<file path="config.mk">
export PLATFORM = sky130hd
export DESIGN_NAME = mp_fifo_enq_arbiter
export DESIGN_NICKNAME = d
export VERILOG_FILES = /design/src/rtl/mp_fifo_arb_pkg.sv /design/src/rtl/rr_multi_picker.sv /design/src/rtl/mp_fifo_enq_arbiter.sv
export SDC_FILE = /design/constraint.sdc
export NUM_CORES = 1
export LEC_CHECK = 0
export ABC_AREA = 1
export BUFFER_PORTS_ARGS = -buffer_cell sky130_fd_sc_hd__buf_2
export CORE_AREA = 2 2 87 89
export CTS_CLUSTER_SIZE = 10
export DETAILED_ROUTE_END_ITERATION = 10
export DIE_AREA = 0 0 89 91
export PLACE_DENSITY = 0.61
export SLEW_MARGIN = 5
export SYNTH_ARGS = -nofsm -noshare
export SYNTH_HDL_FRONTEND = slang
export SYNTH_SLANG_ARGS = --single-unit
</file>
<file path="constraint.sdc">
create_clock -name clk -period 20.6 [get_ports clk]
set_input_delay 2.06 -clock clk [delete_from_list [all_inputs] [get_ports clk]]
set_output_delay 2.06 -clock clk [all_outputs]
set_load 0.03 [all_outputs]
</file>
<file path="src/rtl/mp_fifo_arb_pkg.sv">
// Shared sizing helpers and vector utilities for the multi-port FIFO enqueue arbiter.
package mp_fifo_arb_pkg;

    localparam int unsigned DEF_NUM_REQ      = 4;
    localparam int unsigned DEF_ENQ_WIDTH    = 2;
    localparam int unsigned DEF_STARVE_LIMIT = 8;

    // Widest requester/lane vector the helper functions operate on.
    localparam int unsigned MAX_VEC   = 32;
    localparam int unsigned VEC_IDX_W = 5;

    typedef logic [MAX_VEC-1:0] vec_t;

    // Bits needed for a round-robin pointer over n requesters.
    function automatic int unsigned ptr_width(input int unsigned n);
        return (n > 1) ? unsigned'($clog2(n)) : 1;
    endfunction

    // Bits needed to hold any value in 0..n.
    function automatic int unsigned cnt_width(input int unsigned n);
        return unsigned'($clog2(n + 1));
    endfunction

    // Requester order -> priority order: out[p] = v[(p + ptr) mod n].
    function automatic vec_t rotate_to_pos(input vec_t v, input int unsigned ptr, input int unsigned n);
        vec_t        o;
        int unsigned s;
        o = '0;
        for (int unsigned p = 0; p < n; p++) begin
            s = p + ptr;
            if (s >= n) s = s - n;
            o[VEC_IDX_W'(p)] = v[VEC_IDX_W'(s)];
        end
        return o;
    endfunction

    // Priority order -> requester order: out[(p + ptr) mod n] = v[p].
    function automatic vec_t rotate_from_pos(input vec_t v, input int unsigned ptr, input int unsigned n);
        vec_t        o;
        int unsigned s;
        o = '0;
        for (int unsigned p = 0; p < n; p++) begin
            s = p + ptr;
            if (s >= n) s = s - n;
            o[VEC_IDX_W'(s)] = v[VEC_IDX_W'(p)];
        end
        return o;
    endfunction

    // Length of the unbroken run of ones starting at bit 0.
    function automatic int unsigned leading_ones(input vec_t v, input int unsigned n);
        int unsigned cnt;
        logic        stop;
        cnt  = 0;
        stop = 1'b0;
        for (int unsigned i = 0; i < n; i++) begin
            if (!stop && v[VEC_IDX_W'(i)]) cnt = cnt + 1;
            else                            stop = 1'b1;
        end
        return cnt;
    endfunction

endpackage

</file>
<file path="src/rtl/rr_multi_picker.sv">
// Combinational multi-grant picker: boosted requesters first, then round-robin,
// packing up to i_lanes grants onto lanes in priority order.
module rr_multi_picker
    import mp_fifo_arb_pkg::*;
#(
    parameter int unsigned NUM_REQ = DEF_NUM_REQ,
    parameter int unsigned ENQ_WIDTH = DEF_ENQ_WIDTH,
    parameter int unsigned PTR_W = ptr_width(DEF_NUM_REQ),
    parameter int unsigned LCNT_W = cnt_width(DEF_ENQ_WIDTH)
) (
    input  logic [NUM_REQ-1:0] i_req,
    input  logic [NUM_REQ-1:0] i_boost,
    input  logic [PTR_W-1:0]   i_rr_ptr,
    input  logic [LCNT_W-1:0]  i_lanes,
    output logic [NUM_REQ-1:0] o_grant,
    output logic [NUM_REQ-1:0] o_lane_sel [ENQ_WIDTH],
    output logic [PTR_W-1:0]   o_last_idx,
    output logic               o_any
);

    logic [NUM_REQ-1:0] w_req_pos;
    logic [NUM_REQ-1:0] w_boost_pos;
    logic [NUM_REQ-1:0] w_grant_pos;
    logic [NUM_REQ-1:0] w_lane_pos [ENQ_WIDTH];
    int unsigned        w_used;
    int unsigned        w_last_pos;
    int unsigned        w_last_sum;

    // Two passes over priority order: boosted candidates, then the rest.
    always_comb begin
        w_req_pos   = NUM_REQ'(rotate_to_pos(MAX_VEC'(i_req), 32'(i_rr_ptr), NUM_REQ));
        w_boost_pos = NUM_REQ'(rotate_to_pos(MAX_VEC'(i_boost), 32'(i_rr_ptr), NUM_REQ));
        w_grant_pos = '0;
        for (int unsigned k = 0; k < ENQ_WIDTH; k++) w_lane_pos[k] = '0;
        w_used      = 0;
        w_last_pos  = 0;
        w_last_sum  = 0;

        for (int unsigned pass = 0; pass < 2; pass++) begin
            for (int unsigned p = 0; p < NUM_REQ; p++) begin
                if (w_req_pos[p] && (w_boost_pos[p] == (pass == 0)) && (w_used < 32'(i_lanes))) begin
                    w_grant_pos[p] = 1'b1;
                    for (int unsigned k = 0; k < ENQ_WIDTH; k++) begin
                        if (k == w_used) w_lane_pos[k][p] = 1'b1;
                    end
                    w_used = w_used + 1;
                end
            end
        end

        // Pointer advances past the grant furthest along the rotation, not the last lane.
        for (int unsigned p = 0; p < NUM_REQ; p++) begin
            if (w_grant_pos[p]) w_last_pos = p;
        end
        w_last_sum = w_last_pos + 32'(i_rr_ptr);
        if (w_last_sum >= NUM_REQ) w_last_sum = w_last_sum - NUM_REQ;
    end

    always_comb begin
        o_grant = NUM_REQ'(rotate_from_pos(MAX_VEC'(w_grant_pos), 32'(i_rr_ptr), NUM_REQ));
        for (int unsigned k = 0; k < ENQ_WIDTH; k++) begin
            o_lane_sel[k] = NUM_REQ'(rotate_from_pos(MAX_VEC'(w_lane_pos[k]), 32'(i_rr_ptr), NUM_REQ));
        end
        o_last_idx = PTR_W'(w_last_sum);
        o_any      = |w_grant_pos;
    end

endmodule

</file>
<file path="src/rtl/mp_fifo_enq_arbiter.sv">
// Shares the enqueue lanes of a multi-port FIFO among single-lane requesters with
// round-robin priority and a per-requester starvation boost; zero-latency pass-through.
module mp_fifo_enq_arbiter
    import mp_fifo_arb_pkg::*;
#(
    parameter type         payload_t    = logic [3:0],
    parameter int unsigned NUM_REQ      = DEF_NUM_REQ,
    parameter int unsigned ENQ_WIDTH    = DEF_ENQ_WIDTH,
    parameter int unsigned STARVE_LIMIT = DEF_STARVE_LIMIT
) (
    input  logic                 clk,
    input  logic                 rst,
    input  logic [NUM_REQ-1:0]   req_vld_i,
    input  payload_t             req_payload_i [NUM_REQ],
    output logic [NUM_REQ-1:0]   req_rdy_o,
    output logic [ENQ_WIDTH-1:0] fifo_enq_vld_o,
    output payload_t             fifo_enq_payload_o [ENQ_WIDTH],
    input  logic [ENQ_WIDTH-1:0] fifo_enq_rdy_i,
    input  logic                 flush_i,
    output logic [NUM_REQ-1:0]   starve_o
);

    localparam int unsigned PTR_W  = ptr_width(NUM_REQ);
    localparam int unsigned CNT_W  = cnt_width(STARVE_LIMIT);
    localparam int unsigned LCNT_W = cnt_width(ENQ_WIDTH);

    logic [PTR_W-1:0]   r_rr_ptr;
    logic [CNT_W-1:0]   r_wait_cnt [NUM_REQ];
    logic [NUM_REQ-1:0] r_starve;

    logic [LCNT_W-1:0]  w_lanes;
    logic [NUM_REQ-1:0] w_grant;
    logic [NUM_REQ-1:0] w_lane_sel [ENQ_WIDTH];
    logic [PTR_W-1:0]   w_last_idx;
    logic               w_any;
    logic               w_active;
    logic [PTR_W-1:0]   w_ptr_nxt;
    logic [CNT_W-1:0]   w_cnt_nxt [NUM_REQ];

    assign w_lanes  = LCNT_W'(leading_ones(MAX_VEC'(fifo_enq_rdy_i), ENQ_WIDTH));
    assign w_active = rst & ~flush_i;

    rr_multi_picker #(
        .NUM_REQ   (NUM_REQ),
        .ENQ_WIDTH (ENQ_WIDTH),
        .PTR_W     (PTR_W),
        .LCNT_W    (LCNT_W)
    ) u_picker (
        .i_req      (req_vld_i),
        .i_boost    (r_starve),
        .i_rr_ptr   (r_rr_ptr),
        .i_lanes    (w_lanes),
        .o_grant    (w_grant),
        .o_lane_sel (w_lane_sel),
        .o_last_idx (w_last_idx),
        .o_any      (w_any)
    );

    // Reset and flush both suppress every handshake in the current cycle.
    assign req_rdy_o = w_grant & {NUM_REQ{w_active}};

    always_comb begin
        for (int unsigned k = 0; k < ENQ_WIDTH; k++) begin
            fifo_enq_vld_o[k]     = w_active & (|w_lane_sel[k]);
            fifo_enq_payload_o[k] = '0;
            for (int unsigned r = 0; r < NUM_REQ; r++) begin
                if (w_lane_sel[k][r]) fifo_enq_payload_o[k] = req_payload_i[r];
            end
        end
    end

    // Explicit wrap keeps non-power-of-two requester counts correct.
    assign w_ptr_nxt = (w_last_idx == PTR_W'(NUM_REQ - 1)) ? '0 : w_last_idx + PTR_W'(1);

    always_comb begin
        for (int unsigned r = 0; r < NUM_REQ; r++) begin
            w_cnt_nxt[r] = '0;
            if (req_vld_i[r] && !req_rdy_o[r]) begin
                w_cnt_nxt[r] = r_wait_cnt[r];
                if (r_wait_cnt[r] < CNT_W'(STARVE_LIMIT)) w_cnt_nxt[r] = r_wait_cnt[r] + CNT_W'(1);
            end
        end
    end

    always_ff @(posedge clk or negedge rst) begin
        if (!rst) begin
            r_rr_ptr <= '0;
            r_starve <= '0;
            for (int unsigned r = 0; r < NUM_REQ; r++) r_wait_cnt[r] <= '0;
        end else if (flush_i) begin
            r_rr_ptr <= '0;
            r_starve <= '0;
            for (int unsigned r = 0; r < NUM_REQ; r++) r_wait_cnt[r] <= '0;
        end else begin
            if (w_any) r_rr_ptr <= w_ptr_nxt;
            for (int unsigned r = 0; r < NUM_REQ; r++) begin
                r_wait_cnt[r] <= w_cnt_nxt[r];
                r_starve[r]   <= (w_cnt_nxt[r] >= CNT_W'(STARVE_LIMIT));
            end
        end
    end

    assign starve_o = r_starve;

endmodule

</file>
==> flow_summary.yaml, run 1 <==
run_status:
  outcome: "complete, no violations"
synthesis:
  ys_seq_elements: 21
  synth_nets: 549
  synth_largest_area_cell: "dfrtp_1"
  synth.distinct_cells: 42
  synth.area.top_cells: "dfrtp_1, nand2_1, ha_1"
  yosysWarningCount: 0
  syn_inst: 489
  syn_area_per_cell_um2: 6.476
  synthesis.area_um2: 3167
  synth_top_area_share_pct: 16.59
  synth-seq-area-share_pct: 16.59
critical_path:
  cpMostUsedCell: "nand2_1"
  startpoint: "req_vld_i[3]"
  cpPeakStageDelay_ns: 0.52
  cp-end-kind: "output pin"
  crit_path_start_kind: "primary input"
  cp.required_ns: 18.54
  cp_max_fo: 9
  r2r-start: "r_rr_ptr[0]"
  cp_slowest_cell: "nor3_1"
  critPathKind: "in2out"
  crit_arrival_ns: 10.67
route:
  wl_met1_um: 4061
  first_pass_iters: 4
  ant_nets: 0
  wl_per_cell_um: 12.72
  vias: 3156
  vias_per_cell: 5.017
  drt_iter0_markers: 197
  wirelength_um: 8002
  wl_met3_um: 233
  drc: 0
  highest_layer: "met4"
  route.met2.wl_um: 3638
die:
  die_h_um: 91
  die_w_um: 89
  initial_core_util_pct: 44.37
  io_pins: 43
  rows: 31
  dieArea_um2: 8099
  core_um2: 7137
clock_network:
  clk_latency_ns: 0.26
  clock-root-buffer: "clkbuf_8"
  numCtsBuffers: 3
  postCtsSetupBuffers: 0
  hold_buffers: 0
  clkTransAtPathRegs_ns: 0.08
  cts_resized: 0
  cts_tree: "done"
  clk_path_buf_depth: 2
  cts_max_level: 1
  cts_sinks: 21
place:
  gp_congestion: 0.9150
  place_ws_ns: 7.926
  portBuffers: 42
  dpl.hpwl_um: 6678
timing:
  setup_ws_ns: 7.873
  report.final.slew_viol_count: 0
  tightest_slew_ns: 0.6243
  final.min_clock_period_ns: 12.73
  finalCritPeriodShare_pct: 61.78
  rsz0062_at_grt: "false"
  relSlewSlack_pct: 58.38
  max_clock_freq_ghz: 0.07857
  hold_violations: 0
  setup_viol: 0
  fin_skew_ns: 0.001371
  setup_tns_ns: 0
global_route:
  grt_first_pass_wirelength_um: 13830
  grt-ovfl-total: 0
  grt_pass1_vias: 3041
  grt_max_degree: 23
  antenna_found_initial: 0
  grt_use_total_pct: 20.77
worst_hold_path:
  hp-start: "r_wait_cnt[12]"
  min_path_type: "reg2reg"
layout:
  drive_above_1_share_pct: 22.26
  fillers: 805
  final_cell_mix: "nand2_1, inv_1, buf_2"
  area_growth_pct: 10.75
  antenna_cells: 0
  final_common_cell: "nand2_1"
  nNetsFinal: 591
run:
  drv_cap: 0
-- sequential cells by signal (all words and copies together) (netlist names) --
name / cells
r_wait_cnt: 16
starve_o: 3
r_rr_ptr: 2
-- cell type report --
| type | instances | area, um2 | share of cell area [%] |
|---|---|---|---|
| sequential | 21 | 525.5 | 14.98 |
| tap | 99 | 123.9 | 3.532 |
| timing repair buffer | 42 | 210.2 | 5.994 |
| multi-input combinational | 382 | 2297 | 65.50 |
| inverter | 81 | 305.3 | 8.705 |
| clock buffer | 4 | 45.04 | 1.284 |
-- path summary, 6_finish.rpt --
path	endpoint	slack (ns)	cells past startpoint
max	fifo_enq_payload_o[6]	7.87	60
min	r_wait_cnt[12]	0.54	1
max reg2reg	r_rr_ptr[1]	10.59	59
min reg2reg	r_wait_cnt[12]	0.54	1
max in group asynchronous	r_wait_cnt[10]	18.51	1
min in group asynchronous	r_wait_cnt[14]	1.75	1
-- Yosys cell counts (all sizes together) --
cell type / n
a31oi: 4
o21ai: 31
inv: 78
clkbuf: 1
a211oi: 6
nand3: 53
or2: 1
a21oi: 7
xor2: 8
o32ai: 1
nand4: 5
or3b: 2
o311ai: 1
clkinv: 3
nor4: 1
dfrtp: 21
o221ai: 1
buf: 4
nand2: 160
nor2: 40
xnor2: 2
o21a: 1
o2111ai: 2
ha: 35
o22ai: 4
nor3: 15
nand3b: 2
-- kinds of logic (layout without fill, tap and decap cells) --
group	after synthesis	in the layout	synth area share, %
buf+inv	86	127	10.86
xor+xnor	10	10	2.766
compound gates	58	58	11.42
simple gates	279	279	44.53
fa+ha+maj	35	35	13.83
flops	21	21	16.59
-- worst max-delay path, delay by kind of cell --
family          cells  cell delay, ns
fa+ha+maj           6            1.39
buf+inv            10            1.12
compound gates      5            0.87
simple gates       39            5.24
-- layer usage --
layer,GRT usage (%),up-vias
met3,1.545,8
met2,33.83,49
met4,3.856,0
met1,30.11,1435
met5,0,-
li1,-,1664
-- per-stage QoR --
stage / hold slack [ns] / utilization [%] / cells / area (um2)
floorplan: 0.4844 / - / 489 / 3167
global placement: 0.5114 / 48.51 / 625 / 3462
detailed placement: 0.5322 / 48.51 / 625 / 3462
CTS: 0.5448 / 49.14 / 629 / 3507
global route: 0.5675 / 49.14 / 629 / 3507
finish: 0.5407 / 49.14 / 629 / 3507
Power of run 1 is left out: the tool's default activity adds up to more than one toggle a clock period on the data nets, which glitch-free logic cannot reach.
==> inputs of run 2 (changes only) <==
==> constraint.sdc (replaced) <==
create_clock -name clk -period 11.8 [get_ports clk]
set_input_delay 1.18 -clock clk [delete_from_list [all_inputs] [get_ports clk]]
set_output_delay 1.18 -clock clk [all_outputs]
set_load 0.03 [all_outputs]
==> run 2 against run 1 <==
Final cell count unchanged. Count of clock-buffer cells in the layout unchanged. Via count down 2.5%. First-iteration DRC count up 18%. Core utilization up 0.070 points. Die area is the same. Non-clock buffer count stayed put. Routed wire length decreased by 1.5%. Global-route usage fell by 0.89 points. Register-to-register slack got worse by 8.5 ns. Sequential share of layout area barely moved. Critical path depth is the same. Critical path type unchanged. Largest cell class unchanged.
==> flow_summary.yaml, run 2 (synthesized netlist as in run 1, its figures left out) <==
critical_path:
  r2r-start: "r_rr_ptr[0]"
  crit_path_start_kind: "primary input"
  startpoint: "req_vld_i[3]"
  worstSetupPathDepth: 60
  crit_arrival_ns: 9.59
  r2r_slack_ns: 2.07
  critPathKind: "in2out"
  cp_slowest_cell: "or3b_2"
  cpPeakStageDelay_ns: 0.50
  r2r-end: "r_rr_ptr[1]"
  r2r_cells: 59
  critPathBufInv: 10
  endpoint: "fifo_enq_payload_o[0]"
  cp-end-kind: "output pin"
  cpMostUsedCell: "nand2_1"
  cp_max_fo: 9
  cp.required_ns: 10.62
  critPathTopFamily: "simple AND/OR/NAND/NOR gates"
layout:
  final_cell_mix: "nand2_1, inv_1, buf_2"
  final_core_util_pct: 49.21
  area_growth_pct: 10.90
  final_common_cell: "nand2_1"
  largest_reg_flops: 16
  largest_register: "r_wait_cnt"
  antenna_cells: 0
  drive_above_1_share_pct: 22.45
  nNetsFinal: 591
route:
  wl_per_cell_um: 12.54
  drc: 0
  drt_iter0_markers: 233
  first_pass_iters: 4
  wirelength_um: 7885
  ant_nets: 0
  vias_per_cell: 4.890
  vias: 3076
clock_network:
  clk_path_buf_depth: 2
  cts_max_level: 1
  cts_resized: 0
  clkTransAtPathRegs_ns: 0.08
  cts_sinks: 21
  cts_tree: "done"
  numCtsBuffers: 3
  clock-root-buffer: "clkbuf_8"
  postCtsSetupBuffers: 0
  hold_buffers: 0
  clk_latency_ns: 0.26
global_route:
  antenna_found_initial: 0
  grt-ovfl-total: 0
  grt_first_pass_wirelength_um: 13220
  grtUsageMet1_pct: 28.33
  grt_max_degree: 23
  grt_use_met3_pct: 1.273
  grt_use_met2_pct: 32.90
  grt_pass1_vias: 2931
  grt_use_total_pct: 19.89
  busiest_layer: "met2"
place:
  dpl.hpwl_um: 6524
  gp_congestion: 0.9459
  portBuffers: 42
die:
  die_w_um: 89
  io_pins: 43
  core_um2: 7137
  rows: 31
  dieArea_um2: 8099
  initial_core_util_pct: 44.37
  die_h_um: 91
timing:
  whs_ns: 0.5198
  hold_violations: 0
  rsz0062_at_grt: "false"
  report.final.slew_viol_count: 0
  max_clock_freq_ghz: 0.09286
  fin_skew_ns: 0.005292
  setup_viol: 0
  tightest_slew_ns: 0.5952
  relSlewSlack_pct: 60.18
  finalCritPeriodShare_pct: 91.26
  final.min_clock_period_ns: 10.77
  setup_tns_ns: 0
worst_hold_path:
  min_path_type: "reg2reg"
  holdPathStages: 1
run:
  drv_cap: 0
run_status:
  outcome: "complete, no violations"
==> run 2: changes by cell type in the layout (fill, tap and decap cells not counted) <==
cell,delta
nor3_1,-1
nor3_2,+1
==> run 2: worst min path at each step <==
stage                     slack, ns      startpoint        endpoint
after global placement         0.51  r_wait_cnt[12]  r_wait_cnt[12]
final                          0.52  r_wait_cnt[12]  r_wait_cnt[12]
after detailed placement       0.51  r_wait_cnt[12]  r_wait_cnt[12]
after floorplan                0.48  r_wait_cnt[12]  r_wait_cnt[12]
after global routing           0.53  r_wait_cnt[12]  r_wait_cnt[12]
after CTS                      0.52  r_wait_cnt[12]  r_wait_cnt[12]
==> run 2: layout make-up <==
| type | count | area (um2) |
|---|---|---|
| well taps | 99 | 123.9 |
| flip-flops and latches | 21 | 525.5 |
| clock buffers | 4 | 45.04 |
| fillers | 760 | 3625 |
| inverters | 81 | 305.3 |
| repair buffers | 42 | 210.2 |
| multi-input cells | 382 | 2302 |
==> run 2: worst reg2reg max path: cells and delay by family, from the launching register on <==
kind | cells | cell delay (ns)
compound gates | 7 | 1.02
buf+inv | 8 | 1.00
fa+ha+maj | 7 | 1.67
simple gates | 34 | 4.71
flops | 1 | 0.72
xor+xnor | 3 | 0.50
==> run 2: per-layer routing <==
metal / vias to the layer above / share of wire, % / wire, um
met5: - / 0 / 0
met4: 0 / 0.51 / 40
met3: 4 / 4.5 / 351
met2: 68 / 46 / 3633
met1: 1347 / 49 / 3860
li1: 1657 / - / -
==> run 2: per-stage QoR <==
stage | cells | area, um2 | setup WS, ns
floorplan | 489 | 3167 | 1.955
global placement | 625 | 3462 | 1.056
detailed placement | 625 | 3462 | 0.8633
CTS | 629 | 3507 | 0.8221
global route | 629 | 3512 | 0.2111
finish | 629 | 3512 | 1.031
Power of run 2 is left out for the same reason.
